===== src/rtl/k580vt57_pkg.sv =====
// Shared types and constants for the k580vt57 DMA controller.
package k580vt57_pkg;

    // Transfer sequencer states.
    typedef enum logic [2:0] {
        S_IDLE,
        S_REQ,
        S_ADDR,
        S_XFER,
        S_UPD
    } state_e;

    // Register map: {ch,0}=address, {ch,1}=count, 8=mode/status.
    localparam logic [3:0] REG_MODE = 4'd8;

    // Mode register bit positions; bits [3:0] are the channel enables.
    localparam int unsigned MODE_ROT    = 4;
    localparam int unsigned MODE_TCSTOP = 6;
    localparam int unsigned MODE_AUTOLD = 7;

    // Transfer type held in count[15:14]; 2'b11 behaves as verify.
    localparam logic [1:0] XT_VERIFY = 2'b00;
    localparam logic [1:0] XT_WRITE  = 2'b01;
    localparam logic [1:0] XT_READ   = 2'b10;

    // Replace the low or high byte of a 16-bit register.
    function automatic logic [15:0] set_byte(input logic [15:0] v, input logic hi,
                                             input logic [7:0] b);
        return hi ? {b, v[7:0]} : {v[15:8], b};
    endfunction

endpackage


===== src/rtl/k580vt57_dma_prio_arb.sv =====
// Combinational 4-way priority encoder, fixed (ch0 first) or rotating
// (channel after last_ch_i first, so last_ch_i ends up lowest).
module dma_prio_arb (
    input  logic [3:0] req_i,
    input  logic       rotate_i,
    input  logic [1:0] last_ch_i,
    output logic [1:0] grant_o,
    output logic       valid_o
);

    logic [1:0] start;
    logic [1:0] idx;

    // Scan the request vector starting from the highest-priority slot.
    always_comb begin
        start   = rotate_i ? last_ch_i + 2'd1 : 2'd0;
        idx     = 2'd0;
        grant_o = 2'd0;
        valid_o = 1'b0;
        for (int i = 0; i < 4; i++) begin
            idx = start + 2'(i);
            if (!valid_o && req_i[idx]) begin
                grant_o = idx;
                valid_o = 1'b1;
            end
        end
    end

endmodule


===== src/rtl/k580vt57.sv =====
// 8257-compatible 4-channel DMA controller: register port, arbitration,
// bus hold handshake and transfer sequencing.
module k580vt57
    import k580vt57_pkg::*;
#(
    parameter int unsigned XFER_CYCLES  = 2,
    parameter bit          RESET_ROTATE = 1'b0
) (
    input  logic        clk,
    input  logic        reset_n,
    input  logic [3:0]  iaddr,
    input  logic [7:0]  idata,
    output logic [7:0]  odata,
    input  logic        iwe_n,
    input  logic        ird_n,
    input  logic [3:0]  drq,
    output logic [3:0]  dack,
    output logic        hrq,
    input  logic        hlda,
    output logic [15:0] oaddr,
    output logic        memr,
    output logic        memw,
    output logic        ior,
    output logic        iow,
    output logic        tc
);

    localparam logic [2:0] XLAST = 3'(XFER_CYCLES - 1);

    logic [15:0] addr_q [4];
    logic [15:0] addr_d [4];
    logic [15:0] cnt_q  [4];
    logic [15:0] cnt_d  [4];
    logic [7:0]  mode_q, mode_d;
    logic [3:0]  tc_flag_q, tc_flag_d;
    logic        update_q, update_d;
    logic        ff_q, ff_d;
    logic        we_q, rd_q;

    state_e      state_q, state_d;
    logic [1:0]  ch_q, ch_d;
    logic [1:0]  last_ch_q, last_ch_d;
    logic [2:0]  xcnt_q, xcnt_d;
    logic        hrq_q, hrq_d;

    logic        wr_ev, rd_ev;
    logic [1:0]  reg_ch;
    logic        is_mode, is_chreg;
    logic        cur_zero;
    logic        in_upd;
    logic [3:0]  arb_req;
    logic        arb_rot;
    logic [1:0]  arb_last;
    logic [1:0]  arb_grant;
    logic        arb_valid;

    // Strobe acts on the 0->1 transition of the CPU strobe.
    assign wr_ev    = !we_q && iwe_n;
    assign rd_ev    = !rd_q && ird_n;
    assign reg_ch   = iaddr[2:1];
    assign is_mode  = (iaddr == REG_MODE);
    assign is_chreg = !iaddr[3];
    assign cur_zero = (cnt_q[ch_q][13:0] == 14'd0);
    assign in_upd   = (state_q == S_UPD);

    // In S_UPD arbitrate against the enables as they will be after this cycle.
    assign arb_req  = in_upd ? (drq & mode_d[3:0]) : (drq & mode_q[3:0]);
    assign arb_rot  = in_upd ? mode_d[MODE_ROT] : mode_q[MODE_ROT];
    assign arb_last = in_upd ? ch_q : last_ch_q;

    dma_prio_arb u_arb (
        .req_i     (arb_req),
        .rotate_i  (arb_rot),
        .last_ch_i (arb_last),
        .grant_o   (arb_grant),
        .valid_o   (arb_valid)
    );

    // Register file next state: channel update first, CPU write overrides it.
    always_comb begin
        addr_d    = addr_q;
        cnt_d     = cnt_q;
        mode_d    = mode_q;
        tc_flag_d = tc_flag_q;
        update_d  = update_q;
        ff_d      = ff_q;

        if (rd_ev) begin
            if (is_mode) begin
                tc_flag_d = 4'd0;
            end else if (is_chreg) begin
                ff_d = !ff_q;
            end
        end

        if (in_upd) begin
            addr_d[ch_q]       = addr_q[ch_q] + 16'd1;
            cnt_d[ch_q][13:0]  = cnt_q[ch_q][13:0] - 14'd1;
            if (ch_q == 2'd2) begin
                update_d = 1'b0;
            end
            if (cur_zero) begin
                tc_flag_d[ch_q] = 1'b1;
                if (mode_q[MODE_TCSTOP]) begin
                    mode_d[ch_q] = 1'b0;
                end
                if (ch_q == 2'd2 && mode_q[MODE_AUTOLD]) begin
                    addr_d[2] = addr_q[3];
                    cnt_d[2]  = cnt_q[3];
                    update_d  = 1'b1;
                    mode_d[2] = mode_q[2];
                end
            end
        end

        if (wr_ev) begin
            if (is_mode) begin
                mode_d = idata;
                ff_d   = 1'b0;
            end else if (is_chreg) begin
                ff_d = !ff_q;
                if (iaddr[0]) begin
                    cnt_d[reg_ch] = set_byte(cnt_q[reg_ch], ff_q, idata);
                end else begin
                    addr_d[reg_ch] = set_byte(addr_q[reg_ch], ff_q, idata);
                end
                // Autoload mirrors channel 2 programming into the channel 3 shadow.
                if (reg_ch == 2'd2 && mode_q[MODE_AUTOLD]) begin
                    if (iaddr[0]) begin
                        cnt_d[3] = set_byte(cnt_q[3], ff_q, idata);
                    end else begin
                        addr_d[3] = set_byte(addr_q[3], ff_q, idata);
                    end
                end
            end
        end
    end

    // Transfer sequencer next state.
    always_comb begin
        state_d   = state_q;
        ch_d      = ch_q;
        last_ch_d = last_ch_q;
        xcnt_d    = xcnt_q;
        hrq_d     = hrq_q;
        unique case (state_q)
            S_IDLE: begin
                hrq_d = 1'b0;
                if (arb_req != 4'd0) begin
                    hrq_d   = 1'b1;
                    state_d = S_REQ;
                end
            end
            S_REQ: begin
                if (arb_req == 4'd0) begin
                    hrq_d   = 1'b0;
                    state_d = S_IDLE;
                end else if (hlda && arb_valid) begin
                    ch_d    = arb_grant;
                    state_d = S_ADDR;
                end
            end
            S_ADDR: begin
                xcnt_d  = 3'd0;
                state_d = S_XFER;
            end
            S_XFER: begin
                if (xcnt_q == XLAST) begin
                    state_d = S_UPD;
                end else begin
                    xcnt_d = xcnt_q + 3'd1;
                end
            end
            S_UPD: begin
                last_ch_d = ch_q;
                if (hlda && arb_valid) begin
                    ch_d    = arb_grant;
                    state_d = S_ADDR;
                end else begin
                    hrq_d   = 1'b0;
                    state_d = S_IDLE;
                end
            end
            default: begin
                hrq_d   = 1'b0;
                state_d = S_IDLE;
            end
        endcase
    end

    // Bus-side outputs decoded from the current state and active channel.
    always_comb begin
        dack  = 4'd0;
        oaddr = 16'd0;
        memr  = 1'b0;
        memw  = 1'b0;
        ior   = 1'b0;
        iow   = 1'b0;
        tc    = 1'b0;
        hrq   = hrq_q;
        if (state_q == S_ADDR || state_q == S_XFER) begin
            dack[ch_q] = 1'b1;
            oaddr      = addr_q[ch_q];
        end
        if (state_q == S_XFER) begin
            tc = cur_zero;
            case (cnt_q[ch_q][15:14])
                XT_WRITE: begin
                    ior  = 1'b1;
                    memw = 1'b1;
                end
                XT_READ: begin
                    memr = 1'b1;
                    iow  = 1'b1;
                end
                default: ;
            endcase
        end
    end

    // CPU read mux: status at 8, selected byte of address/count below 8.
    always_comb begin
        odata = 8'd0;
        if (is_mode) begin
            odata = {3'b000, update_q, tc_flag_q};
        end else if (is_chreg) begin
            if (iaddr[0]) begin
                odata = ff_q ? cnt_q[reg_ch][15:8] : cnt_q[reg_ch][7:0];
            end else begin
                odata = ff_q ? addr_q[reg_ch][15:8] : addr_q[reg_ch][7:0];
            end
        end
    end

    // State and register update; reset aborts any transfer in flight.
    always_ff @(posedge clk or negedge reset_n) begin
        if (!reset_n) begin
            for (int i = 0; i < 4; i++) begin
                addr_q[i] <= 16'd0;
                cnt_q[i]  <= 16'd0;
            end
            mode_q    <= {3'b000, RESET_ROTATE, 4'b0000};
            tc_flag_q <= 4'd0;
            update_q  <= 1'b0;
            ff_q      <= 1'b0;
            we_q      <= 1'b1;
            rd_q      <= 1'b1;
            state_q   <= S_IDLE;
            ch_q      <= 2'd0;
            last_ch_q <= 2'd3;
            xcnt_q    <= 3'd0;
            hrq_q     <= 1'b0;
        end else begin
            addr_q    <= addr_d;
            cnt_q     <= cnt_d;
            mode_q    <= mode_d;
            tc_flag_q <= tc_flag_d;
            update_q  <= update_d;
            ff_q      <= ff_d;
            we_q      <= iwe_n;
            rd_q      <= ird_n;
            state_q   <= state_d;
            ch_q      <= ch_d;
            last_ch_q <= last_ch_d;
            xcnt_q    <= xcnt_d;
            hrq_q     <= hrq_d;
        end
    end

endmodule

===== config.mk =====
export PLATFORM = sky130hd
export DESIGN_NAME = k580vt57
export DESIGN_NICKNAME = d
export VERILOG_FILES = /design/src/rtl/k580vt57_pkg.sv /design/src/rtl/k580vt57_dma_prio_arb.sv /design/src/rtl/k580vt57.sv
export SDC_FILE = /design/constraint.sdc
export NUM_CORES = 1
export LEC_CHECK = 0
export CAP_MARGIN = 25
export CORE_ASPECT_RATIO = 0.5
export CORE_UTILIZATION = 45
export CTS_CLUSTER_SIZE = 14
export DETAILED_ROUTE_END_ITERATION = 12
export GPL_ROUTABILITY_DRIVEN = 0
export SYNTH_ARGS = -nofsm -noshare
export SYNTH_HDL_FRONTEND = slang
export SYNTH_SLANG_ARGS = --single-unit

===== constraint.sdc =====
create_clock -name clk -period 13.9 [get_ports clk]
set_input_delay 3.475 -clock clk [delete_from_list [all_inputs] [get_ports clk]]
set_output_delay 3.475 -clock clk [all_outputs]
set_load 0.02 [all_outputs]

Word level (Yosys, flattened, before mapping)
Index checks and enable logic that the tools add are counted.
W data, S select, Z words.
{"block": "totals", "register_bits": 155, "input_bits": 21}
{"block": "op_classes", "n_reduce_logical": 30, "bitwise": 8, "n_addsub": 7, "order_cmp": 11, "n_eq_ne": 21, "mux": 113}
{"op": "$mux W64", "n": 10}
{"op": "$mux W16", "n": 22}
{"op": "$bwmux W64", "n": 4}
{"op": "$bmux W16 S2", "n": 4}
{"op": "$demux W16 S2", "n": 3}
{"op": "$mux W8", "n": 10}
{"op": "$mux W1", "n": 29}
{"op": "$mux W4", "n": 6}
{"op": "$ne A6 B6 Y1 const B", "n": 4}
{"op": "$mux W2", "n": 9}
{"op": "$add A16 B1 Y16 const B", "n": 1}
{"op": "$lt A2 B3 Y1 const B", "n": 5}
{"op": "$mux W3", "n": 5}
{"op": "$pmux W3 S5", "n": 1}
{"op": "$logic_not A14 Y1", "n": 1}
{"op": "$mux W14", "n": 1}
{"op": "$sub A14 B1 Y14 const B", "n": 1}
{"op": "$logic_and A1 B1 Y1", "n": 12}
{"op": "$ne A2 B2 Y1 const B", "n": 6}
{"op": "$and A4 B4 Y4", "n": 2}
{"op": "$and A8 B8 Y8", "n": 1}
{"op": "$bmux W1 S2", "n": 4}
{"op": "$not A4 Y8", "n": 1}
{"op": "$eq A2 B2 Y1 const B", "n": 3}
{"op": "other kinds (29)", "n": 45}

Longest topological paths before layout
Gate-level depths: netlist (run 1).
{"block": "depth", "word_depth": 30, "ltp_mapped": 14, "mapped_depth_nobuf": 11}

By module
Synthesis (run 1) repeated with hierarchy kept, for this count alone.
{"block": "hier_totals", "hier_cells": 1324, "area_unflattened_um2": 11444.7}
{"mod": "k580vt57", "seq_area_each_um2": 3858.7, "cells_each": 1294, "area_per_inst_um2": 11194.5, "n_inst": 1}
{"mod": "dma_prio_arb", "seq_area_each_um2": 0.0, "cells_each": 30, "area_per_inst_um2": 250.2, "n_inst": 1}

Worst setup path after synthesis (run 1)
No wires, ideal clock.
{"block": "synth_timing", "kind": "input to output", "start": "in iaddr[1]", "end": "out odata[7]", "arrival_ns": 5.800, "n_path_buf": 3, "stages": 6, "t_required_ns": 10.425, "setup_slack_ns": 4.625, "path_cell_list": "clkbuf_1 -> buf_1 -> clkbuf_1 -> mux4_2 -> mux4_2 -> nor2b_1"}
{"block": "synth_between", "elab_chain_cells": 8}
{"item": "start: declaration", "line": "k580vt57.sv:11", "text": "input logic [3:0] iaddr,"}
{"item": "$not A2 Y3 (implied by the code)", "line": "k580vt57.sv:228, k580vt57.sv:230"}
{"item": "$bmux W16 S2, on equally long branches", "line": "k580vt57.sv:230, k580vt57.sv:228"}
{"item": "$mux W16, on equally long branches (2 in series)", "line": "k580vt57.sv:230, k580vt57.sv:228"}
{"item": "$mux W8, on equally long branches", "line": "k580vt57.sv:230, k580vt57.sv:228"}
{"item": "$mux W8", "line": "k580vt57.sv:227", "text": "if (iaddr[0]) begin"}
{"item": "$mux W8", "line": "k580vt57.sv:226", "text": "end else if (is_chreg) begin"}
{"item": "$mux W8 (*)", "line": "k580vt57.sv:224", "text": "if (is_mode) begin"}
{"item": "end: declaration", "line": "k580vt57.sv:13", "text": "output logic [7:0] odata,"}
Mark *: on every way between the ends. The rest lies on a longest branch, timed or not. The select of a mux whose other input is x is not followed.

Final worst setup path (run 1)
{"block": "layout_timing", "start": "in iaddr[1]", "end": "out odata[4]"}
Same word-level chain as after synthesis.

==> results of run 1 <==
## metal layers
| metal | GRT usage, % | share of wire (%) |
|---|---|---|
| met1 | 47.7 | 42 |
| met5 | 1.52 | 0.11 |
| met2 | 46.3 | 41 |
| met3 | 13.0 | 14 |
| met4 | 10.7 | 2.8 |
## kinds of logic (layout without fill, tap and decap cells)
logic type	count (synthesis)	count (layout)	share of synthesized area, %
AO/OA/AOI/OAI	422	422	24.1
adder cells (fa/ha/maj)	5	5	0.561
XOR/XNOR	29	29	2.28
AND/OR/NAND/NOR	416	416	17.9
flip-flops	154	154	34.6
multiplexers	89	89	16.1
buffers and inverters	125	132	4.47
## per-stage QoR
step	utilization (%)	cell area [µm²]	cells	setup WS, ns	hold WS (ns)
2_1_floorplan	-	11200	1240	4.63	0.447
3_3_place_gp	49.1	11900	1546	4.39	0.472
3_5_place_dp	49.3	11900	1548	4.34	0.465
4_1_cts	51.7	12500	1580	4.34	0.481
5_1_grt	51.9	12600	1583	4.20	0.520
6_report	51.9	12600	1583	4.36	0.486
## power by group through the flow
stage                     sequential [mW]  combinational, mW  clock, mW
after floorplan                     0.748               1.11          0
after global placement              0.878               1.50          0
after detailed placement            0.865               1.53          0
after CTS                           0.861               1.54      0.494
after global routing                0.896               1.69      0.510
final                               0.885               1.57      0.490
## sequential cells by signal (all words and copies together), names as in the netlist, named ones only
name / flops
cnt_q: 64
addr_q: 64
hrq: 1
ch_q: 2
ff_q: 1
state_q: 3
we_q: 1
rd_q: 1
tc_flag_q: 4
last_ch_q: 2
xcnt_q: 3
mode_q: 7
## layout make-up
cell class / count / area share, %
clock buffers: 23 / 3.73
inverters: 22 / 0.658
clock inverters: 9 / 0.957
multi-input cells: 961 / 54.5
well taps: 336 / 3.35
repair buffers: 78 / 6.09
flip-flops and latches: 154 / 30.8
## synth_stat cells (all sizes together), types with 6 or more instances
cell	instances	area, µm²
a211oi	52	390
a21o	11	82.6
a21oi	86	430
a22o	10	87.6
a22oi	8	60.1
a31oi	13	81.3
a32oi	7	61.3
and2	24	150
and3	7	43.8
buf	21	108
clkbuf	82	308
dfrtp	150	3750
inv	20	75.1
mux2i	15	150
mux4	72	1620
nand2	184	691
nand2b	8	50.1
nand3	28	145
nor2	81	307
nor2b	15	93.8
nor3	15	75.1
nor4	6	80.1
o211ai	57	428
o21ai	134	678
o221ai	12	105
o22ai	6	37.5
or2	6	37.5
or3	8	50.1
or4	7	60.1
xnor2	12	105
xor2	17	149
## worst register-to-register path, stage by stage, from the launching register on
cell and delay (ns):
dfrtp_2 0.34, buf_4 0.65, mux4_2 0.74, inv_1 0.12
ha_1 0.18, inv_1 0.06, or4_1 0.57, nor4_4 0.27
o21a_1 0.24, nand3_2 0.12, or3_1 0.38, a31oi_1 0.20
o22ai_1 0.10
## how the worst max path moves through the flow
| stage | to | cells past startpoint | slack (ns) |
|---|---|---|---|
| 5_1_grt | odata[3] | 7 | 4.20 |
| 2_1_floorplan | odata[7] | 6 | 4.63 |
| 3_5_place_dp | odata[3] | 7 | 4.34 |
| 6_report | odata[4] | 7 | 4.36 |
| 4_1_cts | odata[3] | 7 | 4.34 |
| 3_3_place_gp | odata[3] | 7 | 4.39 |
==> summary.md, run 1 <==
| Metric | Value |
|---|---|
| Status | `finished clean` |
| Slowest-stage cell, CP | `mux4_2` |
| Leak pwr | `4.69 nW` |
| HP Class | `reg -> reg` |
| 1st-pass router iterations | `7` |
| Maxcap violations | `0` |
| Postcts setup bufs | `0` |
| CP top delay family | `buffers and inverters` |
| H-Tree Depth | `4` |
| Prevailing post-synth register cell | `dfrtp_1` |
| Syn Nets | `1,266` |
| Clock Pin Slew Worst Setup and Hold Paths | `0.06 ns` |
| R2R depth | `12` |
| Post-Route Setup TNS | `0 ns` |
| Number of remaining DRC errors | `0` |
| Post-Syn Instances | `1,240` |
| Sw Share | `46.5%` |
| Register area | `3860 µm²` |
| Hold Buf Count CTS | `0` |
| Synth warn | `0` |
| Initial Util | `46.1%` |
| Die area | `25,500 µm²` |
| RR Endpoint | `state_q[1]` |
| Area of the multi-input gates | `6840 µm²` |
| DR vias | `10,900` |
| Crit Reg-Reg Startpoint | `ch_q[0]` |
| Asr flop ratio synth | `100%` |
| Buffers and inverters on the worst path | `4` |
| CTS Buf Count | `17` |
| Die Wd | `225 µm` |
| TritonCTS clock tree | `built` |
| Rel. slew slack | `24.5%` |
| Crit Path Class | `in -> out` |
| Largest net degree at the start of global routing | `98` |
| WP data required | `10.43 ns` |
| Syn Area/Cell | `8.99 µm²` |
| Synth Register Bits | `154` |
| Startpoint Class | `primary input` |
| Clock Skew | `0.0106 ns` |
| Total GRT Usage | `33.5%` |
| Post-DR wirelength/cell | `26.2 µm` |
| Gr ovfl total | `0` |
| Area delta synth->final | `12.6%` |
| Die height | `113 µm` |
| ANT nets after route | `0` |
| Clk pwr share | `16.6%` |
| Top cell by count, worst path | `mux4_2` |
| Tcrit/Tclk final | `68.7%` |
| Fmax achieved | `0.105 GHz` |
| Crit path from | `iaddr[1]` |
| Maximum root-to-sink buffer count | `2` |
| Initial DRC count | `1,546` |
| Sequential area share after synthesis | `34.6%` |
| Maximum vdd drop | `0.0993 mV` |
| Worst-Skew Late Latency | `0.46 ns` |
| N_diodes | `0` |
| Port buffer count | `54` |
| Worst Max-Slew Pin Slew | `1.13 ns` |
| Via density | `6.89` |
| CORE AREA | `24,200 µm²` |
| Hold Crit Depth | `2` |
| RSZ-0062 raised after global routing | `no` |
| Initial antenna violation count | `0` |
| # IOs | `55` |
| Slew Limit Fails | `0` |
| Pwr Density | `235 nW/µm²` |
| Most frequent cells in the layout | `nand2_1 (184), dfrtp_1 (147), o21ai_0 (130)` |
| First-pass GRT wire length | `63,100 µm` |
| Filler cells | `2,219` |
| Int Pwr | `1.58 mW` |
| Reg-to-reg slack, setup | `9.81 ns` |
| Clk sink count | `154` |
| DPL Wire Length | `28,400 µm` |
| Yosys cell types | `70` |
| Number of global-route vias before repair | `10,100` |
| Share of cells above drive strength 1 | `13.6%` |
| Arr. time, crit path | `6.07 ns` |
| Design Power | `2.95 mW` |
| Net Sw Power | `1.37 mW` |
| Most common cell after layout, fill and taps aside | `nand2_1` |
| Hold Fails Final Rpt | `0` |
| Clock root buffer master | `clkbuf_16` |
| Comb power frac | `53.4%` |
| Seq pwr share | `30.0%` |
| Min cycle time layout | `9.54 ns` |
| Fin nets | `1,260` |
| Final Setup Violations | `0` |
| Post-Syn Area | `11,200 µm²` |
| Routed WL | `41,400 µm` |
| Crit-path cells | `buf_2 -> buf_4 -> mux4_2 -> mux4_2 -> inv_1 -> o21ai_0 -> clkdlybuf4s50_1` |
| Post-CTS Resized | `0` |
| CP max FO | `44` |
| Max incr delay on CP | `0.66 ns` |
| Site row count | `40` |
| Post-synth EDFFs | `0` |
| Critical Path End Type | `output port` |
Note: power is estimated with default switching activity, not from simulation.
==> run 2, diff against run 1 <==
==> constraint.sdc (replaced) <==
create_clock -name clk -period 9.75 [get_ports clk]
set_input_delay 2.4375 -clock clk [delete_from_list [all_inputs] [get_ports clk]]
set_output_delay 2.4375 -clock clk [all_outputs]
set_load 0.02 [all_outputs]
==> summary.md, run 2 (synthesis gave the netlist of run 1 again) <==
| Metric | Value |
|---|---|
| Hold Crit Depth | `2 (unchanged)` |
| Design Area, Final | `12,500 µm² (-0.46%)` |
| Share of cells above drive strength 1 | `13.7% (+0.080 points)` |
| Clock Skew | `0.0103 ns (-0.000275 ns)` |
| Die height | `113 µm (unchanged)` |
| Seq pwr share | `30.8% (+0.8 points)` |
| N_diodes | `0 (unchanged)` |
| Site row count | `40 (unchanged)` |
| Critical Path End Type | `output port` |
| Area delta synth->final | `12.1%` |
| Most frequent cells in the layout | `nand2_1 (184), dfrtp_1 (147), o21ai_0 (130)` |
| Die area | `25,500 µm² (unchanged)` |
| Startpoint Class | `primary input` |
| 1st-pass router iterations | `8 (+1)` |
| Filler cells | `2,228 (+0.41%)` |
| Clock Pin Slew Worst Setup and Hold Paths | `0.06 ns (about the same)` |
| Number of remaining DRC errors | `0 (unchanged)` |
| Tcrit/Tclk final | `78.3%` |
| Fmax achieved | `0.131 GHz` |
| Post-placement cell area | `11,900 µm² (-0.27%)` |
| Maximum vdd drop | `0.149 mV (+50%)` |
| CTS Buf Count | `17 (unchanged)` |
| DR vias | `10,800 (-0.74%)` |
| Postcts setup bufs | `0 (unchanged)` |
| TritonCTS clock tree | `built` |
| Net Sw Power | `1.96 mW (+43%)` |
| WP data required | `7.31 ns (-3.12 ns)` |
| Total GRT Usage | `33.9% (+0.34 points)` |
| Maxcap violations | `0 (unchanged)` |
| Slew Limit Fails | `0 (unchanged)` |
| Crit Path Class | `in -> out` |
| Die Wd | `225 µm (unchanged)` |
| Clk pwr share | `15.8% (-0.8 points)` |
| DPL Wire Length | `28,200 µm (-0.60%)` |
| Fin nets | `1,260 (unchanged)` |
| RSZ-0062 raised after global routing | `no` |
| Port buffer count | `54 (unchanged)` |
| R2R depth | `9 (-3)` |
| Clk sink count | `154 (unchanged)` |
| Worst Max-Slew Pin Slew | `1.06 ns (-0.0755 ns)` |
| Most common cell after layout, fill and taps aside | `nand2_1` |
| Initial DRC count | `1,585 (+2.5%)` |
| Top flop regs | `addr_q (64), cnt_q (64), mode_q (7)` |
| Initial antenna violation count | `0 (unchanged)` |
| # IOs | `55 (unchanged)` |
| RR Endpoint | `state_q[1]` |
| Clock root buffer master | `clkbuf_16` |
| ANT nets after route | `0 (unchanged)` |
| Int Pwr | `2.20 mW (+40%)` |
| Post-CTS Resized | `0 (unchanged)` |
| Largest net degree at the start of global routing | `89 (-9.2%)` |
| First-pass GRT wire length | `64,100 µm (+1.6%)` |
| Maximum root-to-sink buffer count | `2 (unchanged)` |
| Gr ovfl total | `0 (unchanged)` |
| Slack of the critical path | `2.11 ns (-2.24 ns)` |
| Post-Route Setup TNS | `0 ns (unchanged)` |
| Hold Buf Count CTS | `0 (unchanged)` |
| Number of global-route vias before repair | `10,100 (+0.0099%)` |
| Crit Reg-Reg Startpoint | `ch_q[0]` |
| Reg-to-reg slack, setup | `5.41 ns (-4.40 ns)` |
| Initial Util | `46.1% (unchanged)` |
| Pre-CTS setup slack | `1.86 ns (-2.48 ns)` |
| Arr. time, crit path | `5.20 ns (-0.87 ns)` |
| HP Class | `reg -> reg` |
| Status | `finished clean` |
| Min cycle time layout | `7.64 ns` |
| Final Setup Violations | `0 (unchanged)` |
| Comb power frac | `53.3% (about the same)` |
| Post-DR wirelength/cell | `26.3 µm (+0.64%)` |
| CORE AREA | `24,200 µm² (unchanged)` |
| Sw Share | `47.1% (+0.53 points)` |
| H-Tree Depth | `4 (unchanged)` |
| Hold Fails Final Rpt | `0 (unchanged)` |
| Routed WL | `41,700 µm (+0.64%)` |
| Via density | `6.84 (-0.74%)` |
| Rel. slew slack | `29.5% (+5.0 points)` |
| Worst-Skew Late Latency | `0.45 ns (about the same)` |
| CP max FO | `18 (-59%)` |
| Pwr Density | `333 nW/µm² (+42%)` |
| Leak pwr | `4.65 nW (-0.76%)` |
-- run 2: cell types whose count changed in the layout (fill, tap and decap cells not counted) --
cell,delta
nor2_1,-1
buf_12,+2
buf_4,+1
nor2_2,+1
clkinvlp_4,+2
buf_8,-2
clkinv_2,-2
buf_2,+1
buf_16,-2
clkbuf_8,+2
bufinv_16,-2
-- run 2: how the worst max path moves through the flow --
stage,startpoint,end,cells after the start
6_report,iaddr[1],odata[3],8
4_1_cts,iaddr[1],odata[3],7
5_1_grt,iaddr[1],odata[3],8
3_3_place_gp,iaddr[1],odata[3],7
3_5_place_dp,iaddr[1],odata[3],7
2_1_floorplan,iaddr[1],odata[7],6
-- run 2: stage by stage --
stage,cells,hold slack [ns],total power [mW],utilization [%]
after floorplan,1240,0.447,2.65,-
after global placement,1547,0.478,3.38,49.2
after detailed placement,1547,0.470,3.41,49.2
after CTS,1579,0.487,4.09,51.5
after global routing,1583,0.529,4.38,51.7
final,1583,0.485,4.16,51.7
-- run 2: layer usage --
metal / GRT usage [%] / vias to the layer above / wire (µm)
li1: - / 4644 / -
met1: 49.4 / 5305 / 17900
met2: 46.3 / 792 / 17000
met3: 12.8 / 86 / 5900
met4: 9.57 / 0 / 923
met5: 0 / - / 0
-- run 2: area by class of cell --
class | instances | area (µm²) | area share, %
inverter | 22 | 82.6 | 0.661
multi-input combinational | 961 | 6840 | 54.7
sequential | 154 | 3860 | 30.9
clock buffer | 25 | 495 | 3.96
tap | 336 | 420 | 3.36
clock inverter | 7 | 65.1 | 0.521
timing repair buffer | 78 | 732 | 5.86
-- run 2: power groups by stage --
| stage | Clock, mW | Combinational, mW | Sequential (mW) |
|---|---|---|---|
| floorplan | 0 | 1.58 | 1.07 |
| global placement | 0 | 2.11 | 1.27 |
| detailed placement | 0 | 2.15 | 1.26 |
| CTS | 0.667 | 2.17 | 1.25 |
| global route | 0.697 | 2.37 | 1.30 |
| finish | 0.660 | 2.22 | 1.28 |
-- run 2: worst max-delay path: stages --
cell	delay, ns
buf_2	0.38
buf_12	0.25
buf_4	0.30
mux4_2	0.56
mux4_2	0.54
inv_1	0.07
o21ai_0	0.07
clkdlybuf4s50_1	0.57
==> run 3, diff against run 2 <==
==> constraint.sdc (replaced) <==
create_clock -name clk -period 7.28 [get_ports clk]
set_input_delay 1.82 -clock clk [delete_from_list [all_inputs] [get_ports clk]]
set_output_delay 1.82 -clock clk [all_outputs]
set_load 0.02 [all_outputs]
==> summary.md, run 3 (synthesis gave the netlist of run 1 again) <==
| Metric | Value |
|---|---|
| Status | `finished clean` |
| Buffers and inverters on the worst path | `4 (-1)` |
| Number of remaining DRC errors | `0 (unchanged)` |
| Post-placement cell area | `11,900 µm² (+0.41%)` |
| Arr. time, crit path | `4.41 ns (-0.79 ns)` |
| Die area | `25,500 µm² (unchanged)` |
| Leak pwr | `4.71 nW (+1.3%)` |
| TritonCTS clock tree | `built` |
| RSZ-0062 raised after global routing | `no` |
| Clock Pin Slew Worst Setup and Hold Paths | `0.06 ns (about the same)` |
| Post-Route Setup TNS | `0 ns (unchanged)` |
| Worst-Skew Late Latency | `0.46 ns (about the same)` |
| CP top delay family | `buffers and inverters` |
| Initial Util | `46.1% (unchanged)` |
| Most frequent cells in the layout | `nand2_1 (184), dfrtp_1 (147), o21ai_0 (130)` |
| HP Class | `reg -> reg` |
| Initial DRC count | `1,365 (-14%)` |
| Hold Fails Final Rpt | `0 (unchanged)` |
| Placed Instances | `1,552 (+0.32%)` |
| Share of cells above drive strength 1 | `14.1% (+0.44 points)` |
| Total GRT Usage | `33.7% (-0.20 points)` |
| Maxcap violations | `0 (unchanged)` |
| Top cell by count, worst path | `mux4_2` |
| Slew Limit Fails | `0 (unchanged)` |
| Post-DR wirelength/cell | `26.3 µm (-0.27%)` |
| CORE AREA | `24,200 µm² (unchanged)` |
| Routed WL | `41,700 µm (about the same)` |
| Design Area, Final | `12,600 µm² (+1.0%)` |
| H-Tree Depth | `4 (unchanged)` |
| DPL Wire Length | `29,300 µm (+3.8%)` |
| Rel. slew slack | `22.2% (-7.3 points)` |
| Hold Buf Count CTS | `0 (unchanged)` |
| Fmax achieved | `0.160 GHz` |
| Maximum vdd drop | `0.225 mV (+51%)` |
| Clock Skew | `0.0109 ns (+0.000597 ns)` |
| Clock root buffer master | `clkbuf_16` |
| Port buffer count | `54 (unchanged)` |
| Tcrit/Tclk final | `85.6%` |
| Most common cell after layout, fill and taps aside | `nand2_1` |
| Min cycle time layout | `6.23 ns` |
| Largest net degree at the start of global routing | `108 (+21%)` |
| # IOs | `55 (unchanged)` |
| Via density | `6.81 (-0.49%)` |
| CP max FO | `16 (-2)` |
| Crit-path cells | `buf_2 -> buf_4 -> mux4_2 -> mux4_2 -> inv_1 -> o21ai_0 -> clkdlybuf4s50_1` |
| Post-CTS Resized | `0 (unchanged)` |
| DR vias | `10,800 (-0.18%)` |
| Initial antenna violation count | `2 (+2)` |
| First-pass GRT wire length | `63,100 µm (-1.6%)` |
| Fin nets | `1,264 (+0.32%)` |
| Pwr Density | `454 nW/µm² (+36%)` |
| 1st-pass router iterations | `6 (-2)` |
| ANT nets after route | `0 (unchanged)` |
| Critical Path End Type | `output port` |
| Max incr delay on CP | `0.57 ns (about the same)` |
| Maximum root-to-sink buffer count | `2 (unchanged)` |
| Non-filler instance count after layout | `1,588 (+0.32%)` |
| Startpoint Class | `primary input` |
| Site row count | `40 (unchanged)` |
| Clk sink count | `154 (unchanged)` |
| Top flop regs | `addr_q (64), cnt_q (64), mode_q (7)` |
| Area delta synth->final | `13.2%` |
| Worst Max-Slew Pin Slew | `1.16 ns (+0.101 ns)` |
| WP data required | `5.46 ns (-1.85 ns)` |
| Crit Path Class | `in -> out` |
| Postcts setup bufs | `0 (unchanged)` |
| Final Setup Violations | `0 (unchanged)` |
| Design Power | `5.73 mW (+37%)` |
| CTS Buf Count | `17 (unchanged)` |
| Number of global-route vias before repair | `9,851 (-2.0%)` |
| Gr ovfl total | `0 (unchanged)` |
| Slowest-stage cell, CP | `mux4_2` |
| Die height | `113 µm (unchanged)` |
| Die Wd | `225 µm (unchanged)` |
==> run 3: cell count changes in the layout (fill, tap and decap cells not counted), sizes merged <==
cell and delta:
clkbuf -5, buf +4, bufinv +3, diode +1, clkinvlp +2
==> run 3: metrics by stage <==
stage                     utilization (%)  hold slack, ns  setup slack, ns
after detailed placement             49.4           0.477             1.05
after global placement               49.3           0.492             1.13
after CTS                            52.0           0.498             1.06
after global routing                 52.2           0.521            0.817
final                                52.2           0.502             1.05
after floorplan                         -           0.447             1.32
==> run 3: report_power, final <==
part | internal, mW | leakage (nW) | switching (mW) | total, mW
clock network | 0.598 | 0.304 | 0.395 | 0.993
registers | 1.22 | 1.91 | 0.569 | 1.79
logic | 1.24 | 2.49 | 1.71 | 2.94
total | 3.05 | 4.71 | 2.67 | 5.73
==> run 3: worst paths after layout <==
check | startpoint | to | slack [ns] | cells past startpoint
max in group asynchronous | reset_n | cnt_q[28] | 4.96 | 2
min in group asynchronous | reset_n | xcnt_q[1] | 1.27 | 1
hold / removal | flop | flop | 0.50 | 2
setup reg to reg | ch_q[1] | state_q[1] | 3.11 | 12
hold reg to reg | flop | flop | 0.50 | 2
setup / recovery | iaddr[1] | odata[4] | 1.05 | 7
==> run 3: cell type report <==
cell class / count / area [µm²]
Multi-Input combinational cell: 961 / 6830
Antenna cell: 1 / 2.50
Tap cell: 336 / 420
Timing Repair Buffer: 82 / 787
Clock inverter: 12 / 170
Sequential cell: 154 / 3860
Fill cell: 2233 / 11600
Clock buffer: 20 / 467
Inverter: 22 / 82.6
==> run 3: worst reg2reg max path: stages, from the launching register on <==
cell	delay, ns
dfrtp_2	1.00
buf_4	0.38
mux4_2	0.42
inv_1	0.12
ha_1	0.17
inv_1	0.05
or4_1	0.56
nor4_4	0.28
o21a_1	0.25
nand3_2	0.11
or3_1	0.39
a32oi_1	0.22
o22ai_1	0.09
==> run 3: per-layer routing <==
| layer | up-vias | GRT usage (%) | routed length (µm) |
|---|---|---|---|
| met2 | 760 | 45.0 | 16800 |
| met1 | 5321 | 49.0 | 18000 |
| met3 | 80 | 12.9 | 5810 |
| met5 | - | 0 | 13 |
| li1 | 4645 | - | - |
| met4 | 2 | 11.8 | 1050 |
